**config.mk**
```make
export PLATFORM = sky130hd
export DESIGN_NAME = fpu_stack_ctrl
export DESIGN_NICKNAME = d
export VERILOG_FILES = /design/src/rtl/fpu_stack_ctrl.sv
export SDC_FILE = /design/constraint.sdc
export NUM_CORES = 1
export LEC_CHECK = 0
export CAP_MARGIN = 0
export CORE_UTILIZATION = 35
export DETAILED_ROUTE_END_ITERATION = 10
export PLACE_DENSITY = 0.76
export SLEW_MARGIN = 20
export SYNTH_ARGS = -nofsm -noshare
export SYNTH_HDL_FRONTEND = slang
export SYNTH_SLANG_ARGS = --single-unit
```
**constraint.sdc**
```tcl
create_clock -name clk -period 11.1 [get_ports clk]
set_input_delay 2.22 -clock clk [delete_from_list [all_inputs] [get_ports clk]]
set_output_delay 2.22 -clock clk [all_outputs]
set_load 0.01 [all_outputs]
```
**src/rtl/fpu_stack_ctrl.sv**
```systemverilog
// FPU stack controller: TOP/tag bookkeeping and register-file sequencing for the 8-deep x87 stack.
// Optional macro FPU_STACK_TAGCLASS_EN enables data-dependent tag classification on writes.
module fpu_stack_ctrl #(
    parameter int                DATA_W     = 80,
    parameter logic [DATA_W-1:0] QNAN_INDEF = 80'hFFFF_C000_0000_0000_0000
) (
    input  logic              clk,
    input  logic              reset,
    input  logic              cmd_valid,
    output logic              cmd_ready,
    input  logic [2:0]        cmd_op,
    input  logic [2:0]        cmd_idx,
    input  logic [DATA_W-1:0] cmd_data,
    output logic              rsp_valid,
    output logic [DATA_W-1:0] rsp_data,
    output logic [2:0]        rf_read_addr,
    input  logic [DATA_W-1:0] rf_read_data,
    output logic [2:0]        rf_write_addr,
    output logic [DATA_W-1:0] rf_write_data,
    output logic              rf_write_enable,
    output logic [2:0]        top,
    output logic [15:0]       tag_word,
    output logic              stack_fault,
    output logic              fault_c1
);
    localparam logic [2:0] OP_NOP   = 3'd0;
    localparam logic [2:0] OP_PUSH  = 3'd1;
    localparam logic [2:0] OP_POP   = 3'd2;
    localparam logic [2:0] OP_READ  = 3'd3;
    localparam logic [2:0] OP_WRITE = 3'd4;
    localparam logic [2:0] OP_FXCH  = 3'd5;
    localparam logic [2:0] OP_FREE  = 3'd6;
    localparam logic [2:0] OP_INIT  = 3'd7;

    localparam logic [1:0] TAG_VALID   = 2'b00;
    localparam logic [1:0] TAG_SPECIAL = 2'b10;
    localparam logic [1:0] TAG_EMPTY   = 2'b11;

    typedef enum logic [2:0] {
        ST_IDLE  = 3'd0,
        ST_EXEC  = 3'd1,
        ST_XCH_A = 3'd2,
        ST_XCH_B = 3'd3,
        ST_XCH_C = 3'd4
    } state_t;

`ifdef FPU_STACK_TAGCLASS_EN
    function automatic logic [1:0] tag_class(input logic [DATA_W-1:0] x);
        logic [1:0] cls;
        if (x[78:0] == 79'd0) begin
            cls = 2'b01;
        end else if (x[78:64] == 15'h7FFF) begin
            cls = TAG_SPECIAL;
        end else if (!x[63] && (x[78:64] != 15'd0)) begin
            cls = TAG_SPECIAL;
        end else begin
            cls = TAG_VALID;
        end
        return cls;
    endfunction
`endif

    // An empty operand of an exchange comes back as the indefinite NaN, tagged special.
    function automatic logic [1:0] xch_tag(input logic [1:0] t);
        return (t == TAG_EMPTY) ? TAG_SPECIAL : t;
    endfunction

    state_t            state_r;
    logic [2:0]        op_r;
    logic [2:0]        idx_r;
    logic [1:0]        cls_r;
    logic [2:0]        top_r;
    logic [15:0]       tag_word_r;
    logic              fault_r;
    logic              c1_r;
    logic              rsp_valid_r;
    logic [DATA_W-1:0] rsp_data_r;
    logic [2:0]        rd_addr_r;
    logic [2:0]        wr_addr_r;
    logic [DATA_W-1:0] wr_data_r;
    logic              we_r;
    logic              ready_r;

    logic [2:0]        push_p_s;
    logic [2:0]        cmd_st_s;
    logic [2:0]        op_st_s;
    logic [1:0]        tag_push_s;
    logic [1:0]        tag_top_s;
    logic [1:0]        tag_op_st_s;
    logic [1:0]        rd_tag_s;
    logic              rd_empty_s;
    logic [DATA_W-1:0] rd_val_s;
    logic [1:0]        cmd_cls_s;

    // Address arithmetic, tag lookups and the underflow-substituted read value.
    always_comb begin
        push_p_s    = top_r - 3'd1;
        cmd_st_s    = top_r + cmd_idx;
        op_st_s     = top_r + idx_r;
        tag_push_s  = tag_word_r[{push_p_s, 1'b0} +: 2];
        tag_top_s   = tag_word_r[{top_r, 1'b0} +: 2];
        tag_op_st_s = tag_word_r[{op_st_s, 1'b0} +: 2];
        if ((state_r == ST_XCH_B) || (op_r == OP_POP)) begin
            rd_tag_s = tag_top_s;
        end else begin
            rd_tag_s = tag_op_st_s;
        end
        rd_empty_s = (rd_tag_s == TAG_EMPTY);
        if (rd_empty_s) begin
            rd_val_s = QNAN_INDEF;
        end else begin
            rd_val_s = rf_read_data;
        end
`ifdef FPU_STACK_TAGCLASS_EN
        cmd_cls_s = tag_class(cmd_data);
`else
        cmd_cls_s = TAG_VALID;
`endif
    end

    // Command sequencer: register-file strobes are set up on acceptance, state commits at the end.
    always_ff @(posedge clk or posedge reset) begin
        if (reset) begin
            state_r     <= ST_IDLE;
            op_r        <= OP_NOP;
            idx_r       <= 3'd0;
            cls_r       <= TAG_VALID;
            top_r       <= 3'd0;
            tag_word_r  <= 16'hFFFF;
            fault_r     <= 1'b0;
            c1_r        <= 1'b0;
            rsp_valid_r <= 1'b0;
            rsp_data_r  <= {DATA_W{1'b0}};
            rd_addr_r   <= 3'd0;
            wr_addr_r   <= 3'd0;
            wr_data_r   <= {DATA_W{1'b0}};
            we_r        <= 1'b0;
            ready_r     <= 1'b1;
        end else begin
            rsp_valid_r <= 1'b0;
            case (state_r)
                ST_IDLE: begin
                    we_r <= 1'b0;
                    if (cmd_valid && ready_r) begin
                        op_r    <= cmd_op;
                        idx_r   <= cmd_idx;
                        cls_r   <= cmd_cls_s;
                        state_r <= ST_EXEC;
                        ready_r <= 1'b0;
                        case (cmd_op)
                            OP_PUSH: begin
                                we_r      <= 1'b1;
                                wr_addr_r <= push_p_s;
                                wr_data_r <= (tag_push_s == TAG_EMPTY) ? cmd_data : QNAN_INDEF;
                            end
                            OP_POP:   rd_addr_r <= top_r;
                            OP_READ:  rd_addr_r <= cmd_st_s;
                            OP_WRITE: begin
                                we_r      <= 1'b1;
                                wr_addr_r <= cmd_st_s;
                                wr_data_r <= cmd_data;
                            end
                            OP_FXCH: begin
                                rd_addr_r <= cmd_st_s;
                                state_r   <= ST_XCH_A;
                            end
                            OP_FREE, OP_INIT: ;
                            default: begin
                                state_r <= ST_IDLE;
                                ready_r <= 1'b1;
                            end
                        endcase
                    end
                end
                ST_EXEC: begin
                    we_r    <= 1'b0;
                    state_r <= ST_IDLE;
                    ready_r <= 1'b1;
                    case (op_r)
                        OP_PUSH: begin
                            top_r <= push_p_s;
                            if (tag_push_s == TAG_EMPTY) begin
                                tag_word_r[{push_p_s, 1'b0} +: 2] <= cls_r;
                            end else begin
                                tag_word_r[{push_p_s, 1'b0} +: 2] <= TAG_SPECIAL;
                                fault_r <= 1'b1;
                                c1_r    <= 1'b1;
                            end
                        end
                        OP_POP, OP_READ: begin
                            rsp_valid_r <= 1'b1;
                            rsp_data_r  <= rd_val_s;
                            if (rd_empty_s) begin
                                fault_r <= 1'b1;
                                c1_r    <= 1'b0;
                            end
                            if (op_r == OP_POP) begin
                                tag_word_r[{top_r, 1'b0} +: 2] <= TAG_EMPTY;
                                top_r <= top_r + 3'd1;
                            end
                        end
                        OP_WRITE: tag_word_r[{op_st_s, 1'b0} +: 2] <= cls_r;
                        OP_FREE:  tag_word_r[{op_st_s, 1'b0} +: 2] <= TAG_EMPTY;
                        OP_INIT: begin
                            top_r      <= 3'd0;
                            tag_word_r <= 16'hFFFF;
                            fault_r    <= 1'b0;
                            c1_r       <= 1'b0;
                        end
                        default: ;
                    endcase
                end
                ST_XCH_A: begin
                    rd_addr_r <= top_r;
                    we_r      <= 1'b1;
                    wr_addr_r <= top_r;
                    wr_data_r <= rd_val_s;
                    state_r   <= ST_XCH_B;
                end
                ST_XCH_B: begin
                    we_r      <= 1'b1;
                    wr_addr_r <= op_st_s;
                    wr_data_r <= rd_val_s;
                    state_r   <= ST_XCH_C;
                end
                ST_XCH_C: begin
                    we_r    <= 1'b0;
                    state_r <= ST_IDLE;
                    ready_r <= 1'b1;
                    tag_word_r[{top_r, 1'b0} +: 2]   <= xch_tag(tag_op_st_s);
                    tag_word_r[{op_st_s, 1'b0} +: 2] <= xch_tag(tag_top_s);
                    if ((tag_top_s == TAG_EMPTY) || (tag_op_st_s == TAG_EMPTY)) begin
                        fault_r <= 1'b1;
                        c1_r    <= 1'b0;
                    end
                end
                default: begin
                    we_r    <= 1'b0;
                    state_r <= ST_IDLE;
                    ready_r <= 1'b1;
                end
            endcase
        end
    end

    assign cmd_ready       = ready_r;
    assign rsp_valid       = rsp_valid_r;
    assign rsp_data        = rsp_data_r;
    assign rf_read_addr    = rd_addr_r;
    assign rf_write_addr   = wr_addr_r;
    assign rf_write_data   = wr_data_r;
    assign rf_write_enable = we_r;
    assign top             = top_r;
    assign tag_word        = tag_word_r;
    assign stack_fault     = fault_r;
    assign fault_c1        = c1_r;
endmodule

```
* Word level (Yosys, flattened, before mapping)
Index checks and enable logic that the tools add are counted.
Storage, ports and cells: flip-flop bits (word level) 199, bits of input ports 169, logic and storage cells 137, output and inout port bits 190
Cells by class: reductions and logical operators 24, add/sub/neg operators 7, shift operators 13, eq/ne operators 31, bitwise logic cells 1, muxes and demuxes 47
Operators with widths (number):
- $pmux 80 s2 | 2
- $mux 80 | 3
- $bwmux 16 | 7
- $pmux 16 s5 | 1
- $shiftx 2x6->16 const A | 5
- $shift 2x6->16 const A | 3
- $shiftx 16x5->2 | 3
- $mux 16 | 2
- $pmux 16 s2 | 1
- $shiftx 2x6->16 | 2
- $pmux 3 s3 | 3
- $eq 3x3->1 const B | 8
- $eq 3x2->1 const B | 6
- $neg 4->6 | 3
- $pmux 3 s2 | 3
- $reduce_and 3->1 | 5
- $mux 3 | 4
- $mux 1 | 11
- $eq 3x1->1 const B | 3
- $ne 3x3->1 const B | 3
- $eq 2x2->1 const B | 4
- $pmux 1 s2 | 4
- $reduce_or 2->1 | 4
- $reduce_or 7->1 | 1
- 20 further kinds | 32

* Longest topological paths before layout
depth in word-level cells 8, gate-level depth with buffers 14, gate-level depth less buffers 12

* Worst setup path before layout
Ideal clock, no wire load.
path kind input to register, start input cmd_op[0], end register wr_data_r[10] (netlist: rf_write_data[10]), buffers on the path 3, stages on the path 8, data arrival time 3654 ps, setup slack 7320 ps, cell sequence xor2_1 a41oi_1 or2_2 clkbuf_1 clkbuf_1 clkbuf_1 and2_1 a221o_1
Between the ends: cells in the longest elaborated chain, start to end 4, elaborated cells between the ends (all ways) 7, those cells by class 3 x eq/ne; 3 x mux; 1 x reduce/logical
RTL lines:
- start: declaration | RTL line 11 | input logic [2:0] cmd_op,
- $eq 3x3->1 or $eq 3x1->1 (tied branches) | RTL line 150 | case (cmd_op)
- $pmux 80 s2 | RTL line 150
- $mux 80 | RTL line 144 | if (cmd_valid && ready_r) begin
- $pmux 80 s2 | RTL line 141 | case (state_r)
- end signal: assignment | RTL line 136 | wr_data_r <= {DATA_W{1'b0}};
- end signal: assignment | RTL line 154 | wr_data_r <= (tag_push_s == TAG_EMPTY) ? cmd_data : QNAN_INDEF;
- end signal: assignment | RTL line 161 | wr_data_r <= cmd_data;
- end: declaration | RTL line 80 | logic [DATA_W-1:0] wr_data_r;
Parallel ways exist; a longest one is shown, timed or not. The select of a mux whose other input is x is not followed. A chain may end at the register's enable or synchronous reset.

* Worst setup path after layout
start input cmd_op[0], end register wr_data_r[65] (netlist: rf_write_data[65])
The elaborated chain is that of the path after synthesis.

==> results.txt <==
The longest individual stage delay on the worst path came out at between 600 and 700 ps. For this block, the routed nets add up to roughly 37000 µm of wire. The transition time at the pin with the least slew margin is approximately 1100 ps. The number of max-cap violations came out at 0. The placed instance area is 0.0140 mm². The synthesized netlist occupies a cell area of around 0.010 mm². Compared with the post-synthesis result, the final layout area differs by 44.1%. The average detailed-routed wire length per instance came out at roughly 22 µm. The number of buffers inserted to repair setup after CTS came out at 0. Setup violations remaining at the end of the flow were counted as 0. The detail route stage leaves a number of antenna-violating nets equal to 0. The signal on the critical path passes through clkdlybuf4s50_1, xor2_1, a41oi_1, or2_2, buf_4, inv_1, o211ai_2, o22ai_1, nor2_1.

The setup clock skew after layout came out at ~24 ps. The data arrival time of the critical path is 5370 ps. The clock latency reported for the late side of the worst-skew pair is between 400 and 500 ps. The power density over the cells came out at between 100 and 150 mW/mm². The library cells used most frequently in the layout, excluding fill and tap cells, are 358 x sky130_fd_sc_hd__clkdlybuf4s50_1, 182 x sky130_fd_sc_hd__dfrtp_1, 66 x sky130_fd_sc_hd__and2_1, 66 x sky130_fd_sc_hd__a221o_1, 63 x sky130_fd_sc_hd__a22o_1. The cell sitting at the root of the clock tree is a sky130_fd_sc_hd__clkbuf_16. The max-slew violation count was 0.

The number of gates resized after cts is 0. After legalization and detailed placement, the total HPWL measured between 20000 and 30000 µm. The placeable core region is ~0.029 mm².

The library cell used most frequently in the layout, excluding fill and tap cells, is sky130_fd_sc_hd__clkdlybuf4s50_1. The first-pass GRT wire length came out at around 58000 µm. The cell count after synthesis came out at roughly 960.

The post-route minimum period came out at slightly above 5000 ps. After clock tree synthesis, the clock-pin slew on the worst setup and hold paths is around 90 ps. STA classifies the critical path endpoint as a flip-flop. The number of placement rows came out at slightly above 60. The starting density of the core came out at approximately 36%. The synthesized netlist contains a little over 80 unique library cells. Setup repair after global routing left no endpoint under its margin. The via count of the first global-routing pass came out at around 9500.

The final hold violation count is 0. In the final layout, the share of cells above drive strength 1 is roughly 7.6%. Counting the buffers created by CTS gives 17. The total nets after synthesis is ~1100. The number of flops mapped to enable cells by yosys came out at 0. In this run the critical register-to-register path is launched from top[0]. The async set-or-reset flop fraction in the synthesized netlist came out at 100%.

The pin count of the biggest net entering global routing is between 100 and 150. The critical path startpoint is cmd_op[0]. The via count came out at roughly 9600. The number of buffer and inverter stages on the critical path is 3. The number of antenna violations at the first check in global routing is 1. The average cell area after synthesis is approximately 11 µm². The share of the Yosys chip area taken by registers is between 40% and 50%. The worst hold path begins at rf_write_addr[1]. The total track usage is around a quarter. The height of the chip is 173 µm. The kind of cell with the highest combined delay along the critical path is buffers and inverters. By startpoint and endpoint, the worst setup path is classified as in -> reg. In this run the tool buffered the top-level ports with 358 buffer cells. STA classifies the critical path startpoint as an input pin. The total congestion overflow came out at 0. The leakage power summed over all cells is 6.08 nW.

Among all flip-flop cells after synthesis, the most frequent one is sky130_fd_sc_hd__dfrtp_1. The first-iteration detailed-routing DRC count came out at 812. The number of levels in the clock H-tree came out at 4. The clock passes through at most 2 buffers. The number of synthesis warnings is 0. The largest individual stage delay along the critical path comes from the cell sky130_fd_sc_hd__inv_1.

Using the TritonRoute via totals, the vias-per-cell ratio works out to around 5.8. The floorplan die width came out at ~170 µm. The area of the die is 0.0298 mm². The count of filler cells inserted in the layout came out at 2570. Static timing analysis puts the maximum clock frequency at 198 MHz. The min-delay analysis places its worst path in the category reg -> reg. Routability-driven placement finished with a final weighted congestion of 0.940. The number of iterations in the first detailed-routing pass is 7. The maximum resistive drop on vdd came out at a little under 0.00009 V. The flow ran to the end, and the final reports show no timing, DRC or antenna violations. TritonCTS built the clock tree. In the finished design, the share of the clock period the worst path needs comes to a little under half. The finished cells cover between 0.01 and 0.015 mm². The post-synthesis register bit count is 199. The number of design rule violations left after detail routing is 0. The clock net in this run drives a total of 199 sinks. The largest driver fanout on the critical path came out at 70. The total I/O pin count came out at between 300 and 400. The headroom to the max-slew limit came out at 26.9%.

The required time of the critical path came out at 11430 ps. The total number of nets in the final design came out at between 1000 and 1500. The number of buffers added to fix hold violations after cts is 0.

The total negative slack for setup checks came out at 0 ps.
stage by stage:
step / total power, mW / setup WS (ps) / hold WS, ps / utilization (%) / std cells
2_1_floorplan: 0.754 / 3480 / 485 / - / 955
3_3_place_gp: 0.828 / 5830 / 466 / 49.0 / 1636
3_5_place_dp: 0.828 / 5720 / 476 / 49.0 / 1636
4_1_cts: 1.49 / 6180 / 497 / 51.2 / 1668
5_1_grt: 1.52 / 5890 / 519 / 51.2 / 1669
6_report: 1.47 / 6050 / 489 / 51.2 / 1669
cells in the mapped netlist, types with 19 or more instances:
master	count	share of area (%)
sky130_fd_sc_hd__clkbuf_1	39	1.4
sky130_fd_sc_hd__o21ai_0	34	1.7
sky130_fd_sc_hd__and2_1	66	4.1
sky130_fd_sc_hd__o22a_1	19	1.6
sky130_fd_sc_hd__dfrtp_1	182	45
sky130_fd_sc_hd__nand2_1	62	2.3
sky130_fd_sc_hd__inv_1	21	0.77
sky130_fd_sc_hd__a221o_1	66	6.5
sky130_fd_sc_hd__nor3_1	28	1.4
sky130_fd_sc_hd__buf_2	29	1.4
sky130_fd_sc_hd__o22ai_1	25	1.5
sky130_fd_sc_hd__a21oi_1	32	1.6
sky130_fd_sc_hd__nor2_1	60	2.2
sky130_fd_sc_hd__a22o_1	63	5.4
tightest hold or removal path: cells and delay by family (launching register included):
kind	cells	cell delay, ps
and+or+nand+nor	1	50
DFF	1	350
AOI/OAI and AO/OA	1	60
final timing paths:
path	endpoint	slack (ps)	cells past startpoint
worst max-delay path	rf_write_data[65]	6050	9
worst min-delay path	rf_write_addr[1]	490	2
worst max register to register	rf_write_data[59]	6810	11
worst min register to register	rf_write_addr[1]	490	2
max in group asynchronous	rsp_data[6]	7190	3
min in group asynchronous	rsp_data[27]	2360	2
report_power, final:
group | switching, mW | internal, mW | total, mW | leakage [nW]
Sequential | 0 | 0.725 | 0.725 | 2.69
Clock | 0.344 | 0.317 | 0.661 | 0.303
Combinational | 0.0339 | 0.0549 | 0.0888 | 3.08
Total | 0.377 | 1.10 | 1.47 | 6.08
cell families after synthesis:
kind of cell / synth area share [%]
and+or+nand+nor: 15.2
buffers and inverters: 3.86
adders and majority gates: 2.34
xor gates and xnor gates: 0.836
muxes: 3.74
DFF: 49.1
AOI/OAI and AO/OA: 24.9
layer usage:
layer | global-route usage [%] | wire length (µm) | vias to the layer above
met4 | 10.3 | 1390 | 0
met1 | 32.9 | 15600 | 4759
met5 | 0 | 0 | -
li1 | - | - | 4272
met2 | 38.9 | 17000 | 502
met3 | 5.61 | 2860 | 77
state kept, by name, summed over array words and instances (netlist names):
name / count
rsp_data: 80
top: 3
op_r: 3
state_r: 3
rf_write_data: 80
tag_word: 16
stack_fault: 1
cmd_ready: 1
rsp_valid: 1
rf_write_enable: 1
idx_r: 3
fault_c1: 1
rf_write_addr: 3
rf_read_addr: 3
area by class of cell:
class,instances,area (µm²),area share (%)
Clock buffer,17,425,2.90
Multi-Input combinational cell,662,4800,32.7
Timing Repair Buffer,369,3670,25.0
Sequential cell,199,5000,34.1
Inverter,22,90.1,0.614
Antenna cell,1,2.50,0.0171
Tap cell,384,480,3.28
Clock inverter,15,204,1.39
No activity file was read; power rests on OpenSTA's default activity.
